===== src/rtl/sd_spi_card_responder.sv =====
// SPI-mode SD card responder: oversamples host SCLK/CS/MOSI in the CLOCK50
// domain, decodes 48-bit command frames and answers with R1/R3/R7.
module sd_spi_card_responder #(
    parameter int          INIT_CLKS      = 74,
    parameter int          NCR            = 1,
    parameter int          ACMD41_RETRIES = 2,
    parameter logic [31:0] OCR            = 32'h40FF8000
) (
    input  logic        CLOCK50,
    input  logic        RESET,
    input  logic        SCLK,
    input  logic        CS,
    input  logic        MOSI,
    output logic        MISO,
    output logic        CMD_STB,
    output logic [5:0]  CMD_IDX,
    output logic [31:0] CMD_ARG,
    output logic        CRC_ERR,
    output logic        IN_IDLE
);

    localparam int ICW = $clog2(INIT_CLKS + 1);
    localparam int ACW = $clog2(ACMD41_RETRIES + 2);
    localparam int TXW = 8 * NCR + 40;

    localparam logic [1:0] RX_IDLE = 2'd0;
    localparam logic [1:0] RX_CMD  = 2'd1;
    localparam logic [1:0] DECODE  = 2'd2;
    localparam logic [1:0] TX      = 2'd3;

    logic [1:0]     sclk_sync;
    logic [1:0]     cs_sync;
    logic [1:0]     mosi_sync;
    logic           sclk_prev;
    logic           sclk_s;
    logic           cs_s;
    logic           mosi_s;
    logic           rise;
    logic           fall;
    logic [ICW-1:0] init_cnt;
    logic           init_done;
    logic [2:0]     bit_cnt;
    logic [6:0]     rx_sr;
    logic [7:0]     rx_byte;
    logic           byte_done;

    logic [1:0]     state;
    logic [47:0]    frame;
    logic [2:0]     rx_cnt;
    logic [TXW-1:0] tx_sr;
    logic [3:0]     tx_cnt;
    logic [3:0]     tx_len;
    logic           in_idle;
    logic [ACW-1:0] acmd_cnt;
    logic           cmd55_flag;

    logic [5:0]     idx;
    logic [31:0]    arg;
    logic           crc_bad;
    logic           long_rsp;
    logic [7:0]     r1;
    logic [31:0]    payload;
    logic [39:0]    resp;
    logic           nxt_idle;
    logic [ACW-1:0] nxt_cnt;
    logic           nxt_flag;
    logic           end_bit_unused;

    function automatic logic [6:0] crc7(input logic [39:0] d);
        logic [6:0] c;
        logic       fb;
        c = '0;
        for (int i = 39; i >= 0; i--) begin
            fb = d[i] ^ c[6];
            c  = {c[5:0], 1'b0};
            if (fb) c = c ^ 7'h09;
        end
        return c;
    endfunction

    assign sclk_s    = sclk_sync[1];
    assign cs_s      = cs_sync[1];
    assign mosi_s    = mosi_sync[1];
    assign rise      = sclk_s & ~sclk_prev;
    assign fall      = ~sclk_s & sclk_prev;
    assign init_done = (init_cnt == ICW'(INIT_CLKS));
    assign rx_byte   = {rx_sr, mosi_s};
    assign byte_done = rise & init_done & ~cs_s & (bit_cnt == 3'd7);

    assign idx            = frame[45:40];
    assign arg            = frame[39:8];
    assign end_bit_unused = frame[0];
    assign IN_IDLE        = in_idle;

    always_ff @(posedge CLOCK50 or posedge RESET) begin
        if (RESET) begin
            sclk_sync <= 2'b00;
            cs_sync   <= 2'b11;
            mosi_sync <= 2'b11;
            sclk_prev <= 1'b0;
        end else begin
            sclk_sync <= {sclk_sync[0], SCLK};
            cs_sync   <= {cs_sync[0], CS};
            mosi_sync <= {mosi_sync[0], MOSI};
            sclk_prev <= sclk_s;
        end
    end

    always_ff @(posedge CLOCK50 or posedge RESET) begin
        if (RESET) begin
            init_cnt <= '0;
            bit_cnt  <= '0;
            rx_sr    <= '0;
        end else begin
            if (rise && cs_s && !init_done)
                init_cnt <= init_cnt + ICW'(1);
            if (cs_s) begin
                bit_cnt <= '0;
            end else if (rise && init_done) begin
                bit_cnt <= bit_cnt + 3'd1;
                rx_sr   <= rx_byte[6:0];
            end
        end
    end

    // Command effects; the CRC is only enforced for CMD0 and CMD8.
    always_comb begin
        nxt_idle = in_idle;
        nxt_cnt  = acmd_cnt;
        nxt_flag = 1'b0;
        long_rsp = 1'b0;
        payload  = 32'hFFFF_FFFF;
        r1       = 8'h04 | {7'b0, in_idle};
        crc_bad  = ((idx == 6'd0) || (idx == 6'd8)) &&
                   (crc7(frame[47:8]) != frame[7:1]);
        if (crc_bad) begin
            r1 = 8'h08 | {7'b0, in_idle};
        end else begin
            case (idx)
                6'd0: begin
                    nxt_idle = 1'b1;
                    nxt_cnt  = '0;
                    r1       = 8'h01;
                end
                6'd8: begin
                    r1       = {7'b0, in_idle};
                    long_rsp = 1'b1;
                    payload  = {20'h0, arg[11:0]};
                end
                6'd55: begin
                    nxt_flag = 1'b1;
                    r1       = {7'b0, in_idle};
                end
                6'd41: begin
                    if (cmd55_flag) begin
                        if (acmd_cnt < ACW'(ACMD41_RETRIES)) begin
                            nxt_cnt = acmd_cnt + ACW'(1);
                            r1      = 8'h01;
                        end else begin
                            nxt_idle = 1'b0;
                            r1       = 8'h00;
                        end
                    end
                end
                6'd58: begin
                    r1       = {7'b0, in_idle};
                    long_rsp = 1'b1;
                    payload  = {~in_idle, OCR[30:0]};
                end
                default: ;
            endcase
        end
        resp = {r1, payload};
    end

    always_ff @(posedge CLOCK50 or posedge RESET) begin
        if (RESET) begin
            state      <= RX_IDLE;
            frame      <= '0;
            rx_cnt     <= '0;
            tx_sr      <= '1;
            tx_cnt     <= '0;
            tx_len     <= '0;
            MISO       <= 1'b1;
            CMD_STB    <= 1'b0;
            CMD_IDX    <= '0;
            CMD_ARG    <= '0;
            CRC_ERR    <= 1'b0;
            in_idle    <= 1'b1;
            acmd_cnt   <= '0;
            cmd55_flag <= 1'b0;
        end else begin
            CMD_STB <= 1'b0;
            CRC_ERR <= 1'b0;
            if (cs_s || !init_done) begin
                state <= RX_IDLE;
                MISO  <= 1'b1;
            end else begin
                case (state)
                    RX_IDLE: begin
                        if (byte_done && rx_byte[7:6] == 2'b01) begin
                            frame  <= {40'h0, rx_byte};
                            rx_cnt <= 3'd1;
                            state  <= RX_CMD;
                        end
                    end
                    RX_CMD: begin
                        if (byte_done) begin
                            frame  <= {frame[39:0], rx_byte};
                            rx_cnt <= rx_cnt + 3'd1;
                            if (rx_cnt == 3'd5) state <= DECODE;
                        end
                    end
                    DECODE: begin
                        CMD_STB    <= 1'b1;
                        CMD_IDX    <= idx;
                        CMD_ARG    <= arg;
                        CRC_ERR    <= crc_bad;
                        in_idle    <= nxt_idle;
                        acmd_cnt   <= nxt_cnt;
                        cmd55_flag <= nxt_flag;
                        tx_sr      <= {{NCR{8'hFF}}, resp};
                        tx_cnt     <= '0;
                        tx_len     <= long_rsp ? 4'(NCR + 5) : 4'(NCR + 1);
                        state      <= TX;
                    end
                    default: begin
                        // Host bytes clocked in here are ignored.
                        if (fall) begin
                            MISO  <= tx_sr[TXW-1];
                            tx_sr <= {tx_sr[TXW-2:0], 1'b1};
                        end
                        if (byte_done) begin
                            tx_cnt <= tx_cnt + 4'd1;
                            if (tx_cnt == tx_len - 4'd1) begin
                                state <= RX_IDLE;
                                MISO  <= 1'b1;
                            end
                        end
                    end
                endcase
            end
        end
    end

endmodule


===== config.mk =====
export PLATFORM = sky130hd
export DESIGN_NAME = sd_spi_card_responder
export DESIGN_NICKNAME = d
export VERILOG_FILES = /design/src/rtl/sd_spi_card_responder.sv
export SDC_FILE = /design/constraint.sdc
export NUM_CORES = 1
export LEC_CHECK = 0
export CAP_MARGIN = 20
export CORE_UTILIZATION = 40
export CTS_CLUSTER_SIZE = 28
export DETAILED_ROUTE_END_ITERATION = 10
export HOLD_SLACK_MARGIN = 0.03
export PLACE_DENSITY = 0.61
export SLEW_MARGIN = 20
export SYNTH_ARGS = -nofsm -noshare
export SYNTH_HDL_FRONTEND = slang
export SYNTH_SLANG_ARGS = --single-unit

===== constraint.sdc =====
create_clock -name CLOCK50 -period 8.7 [get_ports CLOCK50]
set_input_delay 1.74 -clock CLOCK50 [delete_from_list [all_inputs] [get_ports CLOCK50]]
set_output_delay 1.74 -clock CLOCK50 [all_outputs]
set_load 0.03 [all_outputs]

# == Word-level counts from Yosys, hierarchy flattened ==
# Cells that the tools add are included.
# classes
addsub,6
n_mux,85
mul,0
bitwise,90
reduce_logical,29
n_shift,0
magnitude_cmp,1
eq_ne,21
div,0
# op_table
cell,count
$pmux W48 S2,2
$mux W4,42
$mux W48,3
$not A2 Y2,39
$pmux W32 S2,1
$xor A1 B1 Y1,36
$mux W32,1
$eq A6 B6 Y1 const B,3
$mux W3,6
$mux W1,16
$mux W2,8
$reduce_and A6 Y1,2
$ne A2 B2 Y1 const B,5
$reduce_bool A2 Y1,5
$ne A3 B3 Y1 const B,3
$pmux W3 S3,1
$pmux W4 S2,1
$add A7 B1 Y7 const B,1
$eq A7 B7 Y1 const B,1
$ne A7 B7 Y1,1
$not A1 Y1,7
$add A3 B1 Y3 const B,2
$eq A3 B3 Y1 const B,2
$eq A6 B4 Y1 const B,1
27 further kinds,43
# totals
n_memories,0
input_bits,5
rom_bits,0
ramBits,0
latchBits,0
out_inout_bits,42
register_bits,178

# == Longest topological paths before layout ==
# Gate-level depths: netlist of the first run.
# depth
ltp_word,83
mapped_depth,11
mapped_depth_nobuf,10

# == Least setup slack after synthesis of the first run ==
# No wires, ideal clock.
# synth_path
path_type,flip-flop to flip-flop
start,register frame[43]
end,register tx_len[2]
synth_period_minus_slack_ps,3279
stages_incl_launch_ff,12
slack_ps,5421
arrival_time_ps,3154
n_path_buf,2
cell_sequence,dfrtp_1 > buf_6 > xnor3_2 > xnor3_2 > xnor3_2 > xnor3_2 > nor4b_2 > mux2_4 > o211ai_4 > buf_6 > a21oi_1 > mux2_2
# synth_via
elab_chain_len,36
elab_cells_between_ends,97
classes_between,eq/ne (3); mux (39); bitwise (51); reduce/logical (4)
# synth_rtl
element,line,source
start: declaration,48,logic [47:0] frame;
start signal: assignment,202,"frame <= {40'h0, rx_byte};"
start signal: assignment,209,"frame <= {frame[39:0], rx_byte};"
$xor A1 B1 Y1,74,fb = d[i] ^ c[6];
$mux W4,76,if (fb) c = c ^ 7'h09;
$mux W4 or $xor A1 B1 Y1 (tied branches),"76, 74",
$mux W4,76,
$not A2 Y2 (no source line) or $mux W4 (tied branches),--,
$mux W4,76,
$xor A1 B1 Y1 or $not A2 Y2 (tied branches),--,
$mux W4,76,
[20 not listed],--,
$not A2 Y2 (no source line) or $mux W4 (tied branches),--,
$mux W4,76,
$xor A1 B1 Y1 or $not A2 Y2 (tied branches),--,
$mux W4,76,
$ne A7 B7 Y1,135,(crc7(frame[47:8]) != frame[7:1]);
$logic_and A1 B1 Y1,134,crc_bad = ((idx == 6'd0) || (idx == 6'd8)) &&
$mux W1 *,136,if (crc_bad) begin
$mux W3 *,224,tx_len <= long_rsp ? 4'(NCR + 5) : 4'(NCR + 1);
end signal: assignment,224,
end: declaration,52,logic [3:0] tx_len;
# Every way passes the cells marked *; elsewhere a longest branch is shown, timed or not.
# A chain may end at the register's enable or synchronous reset.

# == Worst setup path in the final report of the first run ==
# layout_path
start,register frame[43]
end,register tx_sr[11]
# layout_via
elab_chain_len,36
elab_cells_between_ends,96
classes_between,eq/ne (3); mux (39); bitwise (51); reduce/logical (3)
# layout_rtl
element,line,source
$xor A1 B1 Y1,74,
$mux W4,76,
$mux W4 or $xor A1 B1 Y1 (tied branches),"76, 74",
$mux W4,76,
$not A2 Y2 (no source line) or $mux W4 (tied branches),--,
$mux W4,76,
$xor A1 B1 Y1 or $not A2 Y2 (tied branches),--,
$mux W4,76,
[20 not listed],--,
$not A2 Y2 (no source line) or $mux W4 (tied branches),--,
$mux W4,76,
$xor A1 B1 Y1 or $not A2 Y2 (tied branches),--,
$mux W4,76,
$ne A7 B7 Y1,135,
$logic_and A1 B1 Y1,134,
$mux W32 *,136,
$pmux W48 S2 *,199,case (state)
end signal: assignment,222,"tx_sr <= {{NCR{8'hFF}}, resp};"
end signal: assignment,231,"tx_sr <= {tx_sr[TXW-2:0], 1'b1};"
end: declaration,50,logic [TXW-1:0] tx_sr;
# Marked as above.

==> results of run 1 <==
-- synth_stat cells (all sizes together), types with 17 or more instances --
library cell and count:
dfstp 54, clkbuf 41, a21oi 39, a22o 41, nand3 17, o21ai 38, mux2 18, inv 17
dfrtp 122, xor2 19, nor2 43, xnor2 43, nand2 199
-- power groups by stage --
stage | registers, uW | logic (uW) | clock network, uW
floorplan | 857 | 34.4 | 0
global placement | 860 | 45.2 | 0
detailed placement | 860 | 45.2 | 0
CTS | 846 | 45.2 | 849
global route | 848 | 52.0 | 874
finish | 846 | 43.1 | 831
-- layer usage --
metal / wire length (um) / vias to the layer above / GRT usage (%)
met3: 496 / 18 / 3.11
met1: 8910 / 2876 / 25.3
li1: - / 2776 / -
met5: 0 / - / 0
met4: 246 / 0 / 5.88
met2: 7790 / 101 / 25.0
-- logic make-up after synthesis --
logic type,Yosys count
xor gates and xnor gates,79
adders and majority gates,12
and+or+nand+nor,291
muxes,25
DFF,176
AOI/OAI and AO/OA,153
buffers and inverters,67
-- sequential cells by signal, indices dropped and copies added (netlist names) --
name        count
init_cnt        7
sclk_sync       2
tx_sr          48
acmd_cnt        2
frame          48
tx_cnt          4
CRC_ERR         1
rx_sr           7
MISO            1
IN_IDLE         1
bit_cnt         3
CMD_STB         1
sclk_prev       1
tx_len          2
cs_sync         2
CMD_IDX         6
mosi_sync       2
CMD_ARG        32
rx_cnt          3
state           2
cmd55_flag      1
-- final cells by class --
type | count | area [um^2] | share of cell area, %
Sequential cell | 176 | 4470 | 45.8
Clock inverter | 12 | 179 | 1.83
Tap cell | 270 | 338 | 3.46
Inverter | 18 | 72.6 | 0.743
Multi-Input combinational cell | 560 | 3720 | 38.0
Timing Repair Buffer | 55 | 528 | 5.40
Clock buffer | 20 | 467 | 4.78
-- worst max-delay path: cells and delay by family, from the launching register on --
kind                      cells  cell delay, ps
muxes                         1             220
AOI/OAI and AO/OA             3            1130
DFF                           1             490
xor gates and xnor gates      4            1830
and+or+nand+nor               1             260
-- through the flow --
| stage | setup WS [ps] | instance area [um^2] |
|---|---|---|
| global placement | 4480 | 9120 |
| detailed placement | 4370 | 9120 |
| floorplan | 2280 | 8450 |
| finish | 4680 | 9770 |
| CTS | 4300 | 9760 |
| global route | 4390 | 9770 |
-- cell usage in the layout (no fill, tap or decap), drive strengths merged, types with 6 or more instances in the layout --
| master | count |
|---|---|
| nand2 | 199 |
| dfrtp | 122 |
| dfstp | 54 |
| clkdlybuf4s50 | 46 |
| nor2 | 43 |
| xnor2 | 43 |
| a22o | 41 |
| a21oi | 39 |
| o21ai | 38 |
| clkbuf | 20 |
| xor2 | 19 |
| inv | 19 |
| mux2 | 18 |
| nand3 | 17 |
| xnor3 | 14 |
| a31oi | 12 |
| ha | 12 |
| buf | 9 |
| nand4 | 7 |
| mux2i | 7 |
| a211oi | 6 |
-- path summary, 6_finish.rpt --
path	from	end	slack [ps]	depth (start not counted)
worst min register to register	sclk_sync[0]	sclk_sync[1]	350	0
worst min-delay path	sclk_sync[0]	sclk_sync[1]	350	0
worst max-delay path	frame[43]	tx_sr[11]	4680	9
max in group asynchronous	RESET	acmd_cnt[0]	5440	3
worst max register to register	frame[43]	tx_sr[11]	4680	9
min in group asynchronous	RESET	frame[0]	1850	2
==> impl.org, run 1 <==
** Final layout
- Number of diodes added for antenna fixing :: 0
- Finished Core Util :: 47.7%
- Fillers :: 1893
- Layout Area Growth over Synthesis :: 15.7%
- Final nets :: 845
- Post-route insts no fill :: 1111
- Share of final-layout standard cells stronger than drive strength 1 :: 17.4%

** Critical path
- Largest driver fanout on the critical path :: 11
- The signal on the critical path passes through xnor3_2, xnor3_2, xnor3_2, xnor3_2, nor4_1, mux2_4, o211ai_4, a211oi_4, o21ai_0.
- Worst path slowest cell :: a211oi_4
- STA classifies the critical path startpoint as a flop.
- Most common cell type on the critical path :: xnor3_2
- The largest single stage delay on the critical path is 730 ps.
- Data arrives at the worst endpoint at 4350 ps.
- Worst Path Class, Setup :: flop to flop
- At the worst endpoint, the required time is 9030 ps.
- Crit end category :: flop

** Clocking
- Clock sink total :: 176
- After clock tree synthesis, the setup repair step added 0 buffers.
- Counting the buffers created by CTS gives 17.
- Number of buffers inserted for hold repair after clock tree synthesis :: 0
- Clock-pin slew on the worst setup and hold paths :: 70 ps
- The root buffer cell chosen for the clock tree is clkbuf_16.
- The clock passes through at most 2 buffers.
- TritonCTS built the clock tree.
- Depth of the CTS H-tree :: 4
- Gates resized during post-CTS repair numbered 0.
- At the later pin of the worst-skew pair, clock insertion delay measures 440 ps.

** Routing
- The final layout contains routed wiring with a total length of 17.4 mm.
- Across all layers, the routed design uses 5771 vias.
- For this run, design rule violations remaining after detail routing come to 0.
- The count of nets left with antenna violations once routing finished came out at 0.
- In the routed layout, each cell is associated on average with a via count of 5.19.
- Final routed wire length divided by cell count :: 15.7 um
- Before antenna repair, the detailed router went through 6 iterations.
- The detailed router finished its first iteration with 346 violations.

** Power and ir drop
- Peak ir drop on the vdd network :: 0.000137 V
- Summed over all cells, the static leakage comes to 0.00444 uW.
- Power Internal :: 1350 uW
- Comb pwr share :: 2.5%
- Sequential fraction of design power :: 49.2%
- Power Total :: 1720 uW
- For this design the total switching power over the nets is 367 uW.
- Dividing total power by cell area gives a power density of 176 nW/um^2.
- Share of total power consumed by net switching :: 21.3%
- Clk network pwr share :: 48.3%

** STA
- The number of hold violations in the final report was 0.
- The smallest clock period supported by the final layout is computed as 4020 ps.
- Setup repair after global routing left no endpoint under its margin.
- Rel. slew slack :: 34.4%
- Setup TNS :: 0 ps
- Upper clock frequency limit :: 249 MHz
- Between clock sinks in the finished design, the worst skew comes to 12.8 ps.
- Final count of pins violating max slew :: 0
- Worst Max-Slew Pin Slew :: 984 ps
- Worst hold slack after final layout :: 350 ps
- Of the available clock period, the critical path in the final layout requires 46.2%.
- Endpoints failing setup :: 0

** Die
- Measured along the x axis, the die boundary spans 147 um.
- 47 I/O pins were placed.
- The initial utilization of the core area, before any placement, comes to 41.2%.
- Core outline area :: 20500 um^2
- The initialized floorplan defines 52 standard-cell rows.
- Die outline height :: 147 um
- Die ar. :: 21700 um^2

** GRT
- The initial antenna violation count is 0.
- Number of global-route vias before repair :: 5468
- For this run, the total global-route usage over all layers was measured as 17.1%.
- Entering global routing, the biggest net connects 108 pins.
- For this run the aggregate overflow at the end of global routing stands at 0.
- Wire length of the first global-routing pass :: 29.0 mm

** Hold path
- Type of the tightest min-delay check :: flop to flop

** Synth
- Post-synth EDFFs :: 0
- After technology mapping, the gate count stands at 803.
- The most used flip-flop cell after synthesis is dfrtp_1.
- Library cell with the largest summed area after synthesis :: dfrtp_1
- Flip-flop and latch count after synthesis :: 176
- The share of the Yosys chip area taken by registers is 52.9%.
- Adder-Cell Fraction of Synth Area :: 1.78%
- Yosys warning total :: 0
- Synthesized cell area :: 8450 um^2
- Post-synthesis net count :: 820
- Post-synthesis share of cell area spent on xor and xnor gates :: 11.2%
- Summing the areas of all compound-gate instances in the mapped netlist gives 13.1% of the synthesized area.
- The number of different library cells used by synthesis comes to 61.
- After synthesis, the share of flip-flops with an asynchronous set or reset is 100%.
- Post-synthesis mux area share :: 3.27%
- Proportion of netlist area held by the largest area contributor :: 36.1%
- After synthesis, the mean cell area works out to 10.5 um^2.
- Largest family of logic cells by synthesized area :: simple AND/OR/NAND/NOR gates
- Sorting the synthesized cells by area gives the leading types as dfrtp_1, dfstp_2, nand2_1.
- Share of synthesized cell area in and, or, nand and nor gates :: 14.4%

** Run status
- Outcome :: complete, no violations

** Placement
- In this run the tool buffered the top-level ports with 46 buffer cells.
- Routability cong. :: 0.794
- Once detailed placement completed, the half-perimeter wirelength came to 11.0 mm.
- Including well taps, the total number of placed cells is 1079.

** Run
- Across the run, the number of max-cap violations was 0.
(Power assumes the default switching activity.)
==> run 2: changes to the inputs <==
--- a/config.mk
+++ b/config.mk
@@ -10,7 +10,7 @@
 export CTS_CLUSTER_SIZE = 28
 export DETAILED_ROUTE_END_ITERATION = 10
 export HOLD_SLACK_MARGIN = 0.03
-export PLACE_DENSITY = 0.61
+export PLACE_DENSITY = 0.63
 export SLEW_MARGIN = 20
 export SYNTH_ARGS = -nofsm -noshare
 export SYNTH_HDL_FRONTEND = slang
==> constraint.sdc (replaced) <==
create_clock -name CLOCK50 -period 3.27 [get_ports CLOCK50]
set_input_delay 0.654 -clock CLOCK50 [delete_from_list [all_inputs] [get_ports CLOCK50]]
set_output_delay 0.654 -clock CLOCK50 [all_outputs]
set_load 0.03 [all_outputs]
==> impl.org, run 2 (synthesized netlist as in run 1, its figures left out) <==
** GRT
- Overflow after GRT :: 0 (unchanged)
- The global routing usage summed across all routing layers was 18.0% (was 17.1%).
- Number of antenna violations at the first check in global routing :: 0 (unchanged)
- The pin count of the biggest net entering global routing is 70 (was 108).
- Number of global-route vias before repair :: 5808 (was 5468)
- The global-route wire length before repair is 30.6 mm (was 29.0 mm).

** Clocking
- The maximum level of the CTS H-tree is 4 (unchanged).
- The clock tree buffer depth was 2 (unchanged).
- Number of buffers inserted for hold repair after clock tree synthesis :: 0 (unchanged)
- Number of CTS-inserted buffers :: 17 (unchanged)
- Worst skew pair latency :: 430 ps (was 440 ps)
- The TritonCTS clock tree was built (unchanged).
- The clock slew seen by the registers of the worst setup and hold paths came to 70 ps (about the same).
- Setup Buffers After CTS :: 0 (unchanged)
- The master cell of the clock root buffer was clkbuf_16 (unchanged).
- Clock sink total :: 176 (unchanged)

** Hold path
- Hold wc startpoint :: sclk_sync[0] (unchanged)
- Type of the tightest min-delay check :: flop to flop (unchanged)

** Routing
- The number of DRC violations after detailed-routing iteration 0 came to 378 (was 346).
- Final routed wire length divided by cell count :: 15.8 um (was 15.7 um)
- The number of nets with antenna violations after detailed routing was 0 (unchanged).
- Wire length reported by the detailed router :: 17.9 mm (was 17.4 mm)
- The routed via count was 5839 (was 5771).
- Post-DR vias/cell :: 5.15 (was 5.19)
- The post-route DRC violation count is 0 (unchanged).
- Number of search-and-repair iterations in the first detailed-routing pass :: 5 (was 6)

** Critical path
- Crit path cell chain :: xnor3_2, buf_4, xnor2_2, xnor2_2, xnor3_2, xnor2_1, mux2_2, o211ai_4, buf_12, a21oi_1, mux2_2 (was xnor3_2, xnor3_2, xnor3_2, xnor3_2, nor4_1, mux2_4, o211ai_4, a211oi_4, o21ai_0)
- The launching instance or port of the critical path is frame[47] (was frame[43]).
- The endpoint class of the critical path is a flop (unchanged).
- Critical path required time :: 3590 ps (was 9030 ps)
- Worst r2r src :: frame[47] (was frame[43])
- Highest cell delay on the worst timing path :: 440 ps (was 730 ps)
- Arrival time at the worst endpoint :: 3480 ps (was 4350 ps)
- Largest driver fanout on the critical path :: 10 (was 11)
- Worst path slowest cell :: dfrtp_2 (was a211oi_4)
- The critical path startpoint category is a flop (unchanged).
- The critical path start-end classification is flop to flop (unchanged).

** Placement
- Routability cong. :: 0.816 (was 0.794)
- Total cell area at the placement stage :: 9340 um^2 (was 9120 um^2)
- The HPWL after detailed placement came to 11.8 mm (was 11.0 mm).
- Number of buffers added on ports :: 46 (unchanged)

** Final layout
- Biggest regs: frame x48, tx_sr x48, CMD_ARG x32 (unchanged).
- Share of final-layout standard cells stronger than drive strength 1 :: 22.3% (was 17.4%)
- The total inserted antenna cells is 0 (unchanged).
- Area occupied by multi-input gates :: 3890 um^2 (was 3720 um^2)
- The area added between synthesis and finish was 19.5% (was 15.7%).
- The net count reported at finish was 869 (was 845).
- The register area was 4470 um^2 (about the same).
- The final-layout fill cell count is 1882 (was 1893).
- The leading cell type in the layout, fill and taps excluded was nand2_1 (unchanged).
- Commonest cells after routing, fill and taps aside :: nand2_1, dfrtp_1, dfstp_2 (unchanged)
- Finished Cell Area :: 10100 um^2 (was 9770 um^2)

** Power and ir drop
- Peak ir drop on the vdd network :: 0.000368 V (was 0.000137 V)
- The leakage power total came to 0.00459 uW (was 0.00444 uW).
- Power per standard cell area :: 428 nW/um^2 (was 176 nW/um^2)

** STA
- The number of max-slew violations in the final report is 0 (unchanged).
- Hold violation total from the final report :: 0 (unchanged)
- Rel. slew slack :: 56.2% (was 34.4%)
- The post-route clock skew was 9.51 ps (was 12.8 ps).
- The post-route clock period utilization came to 96.9% (was 46.2%).
- Min cycle time layout :: 3170 ps (was 4020 ps)
- Setup TNS :: 0 ps (unchanged)
- Worst Max-Slew Pin Slew :: 656 ps (was 984 ps)
- The achievable frequency was 316 MHz (was 249 MHz).
- Endpoints failing setup :: 0 (unchanged)
- Worst hold slack after final layout :: 349 ps (was 350 ps)

** Die
- Die outline height :: 147 um (unchanged)
- Die extent in x :: 147 um (unchanged)
- Starting density of the core :: 41.2% (unchanged)
- The area enclosed by the die boundary is 21700 um^2 (unchanged).
- The number of placed I/O pins was 47 (unchanged).
- Row cnt :: 52 (unchanged)
- Core outline area :: 20500 um^2 (unchanged)

** Run status
- Outcome :: complete, no violations (unchanged)

** Run
- The reported max-cap violation count is 0 (unchanged).
run 2: critical path: cells and delay by family, from the launching register on:
kind | cells | cell delay, ps
buffers and inverters | 2 | 360
AO/OA/AOI/OAI | 2 | 180
flip-flops | 1 | 440
multiplexers | 2 | 680
XOR/XNOR | 5 | 1380
run 2: what timing repair did:
action / in CTS / in global routing
cloned: 0 / 1
resized for setup: 0 / 32
endpoints found under the setup margin: 1 / 37
pin swaps: 0 / 8
run 2: final timing paths:
kind | slack (ps) | to | cells past startpoint
setup reg to reg | 100 | tx_len[2] | 11
hold reg to reg | 350 | sclk_sync[1] | 0
setup / recovery | 100 | tx_len[2] | 11
min in group asynchronous | 670 | acmd_cnt[1] | 2
hold / removal | 350 | sclk_sync[1] | 0
max in group asynchronous | 1800 | mosi_sync[0] | 3
run 2: metal layers:
| layer | wire length [um] | vias to the layer above | GRT usage (%) |
|---|---|---|---|
| met2 | 7930 | 108 | 26.3 |
| met1 | 9040 | 2892 | 26.2 |
| met3 | 676 | 23 | 4.25 |
| met4 | 289 | 0 | 5.88 |
| li1 | - | 2816 | - |
| met5 | 0 | - | 0 |
run 2: power breakdown:
part | switching (uW) | total (uW) | leakage [uW] | internal (uW)
clock | 862 | 1950 | 0.000271 | 1090
sequential | 36.2 | 2250 | 0.00224 | 2220
combinational | 74.9 | 122 | 0.00208 | 47.0
total | 973 | 4320 | 0.00459 | 3350
run 2: stage by stage:
stage	total power (uW)	util (%)	instances	setup slack, ps
final	4320	49.3	1134	102
after floorplan	2370	-	803	26.9
after global placement	2410	45.6	1102	63.9
after global routing	4480	49.3	1134	-27.3
after detailed placement	2410	45.6	1102	23.7
after CTS	4380	48.3	1133	-6.08
run 2: cell type report:
cell class / count / share of cell area [%]
sequential: 176 / 44.3
multi-input combinational: 560 / 38.5
timing repair buffer: 79 / 7.55
clock buffer: 19 / 4.49
tap: 270 / 3.35
clock inverter: 12 / 1.10
inverter: 18 / 0.706
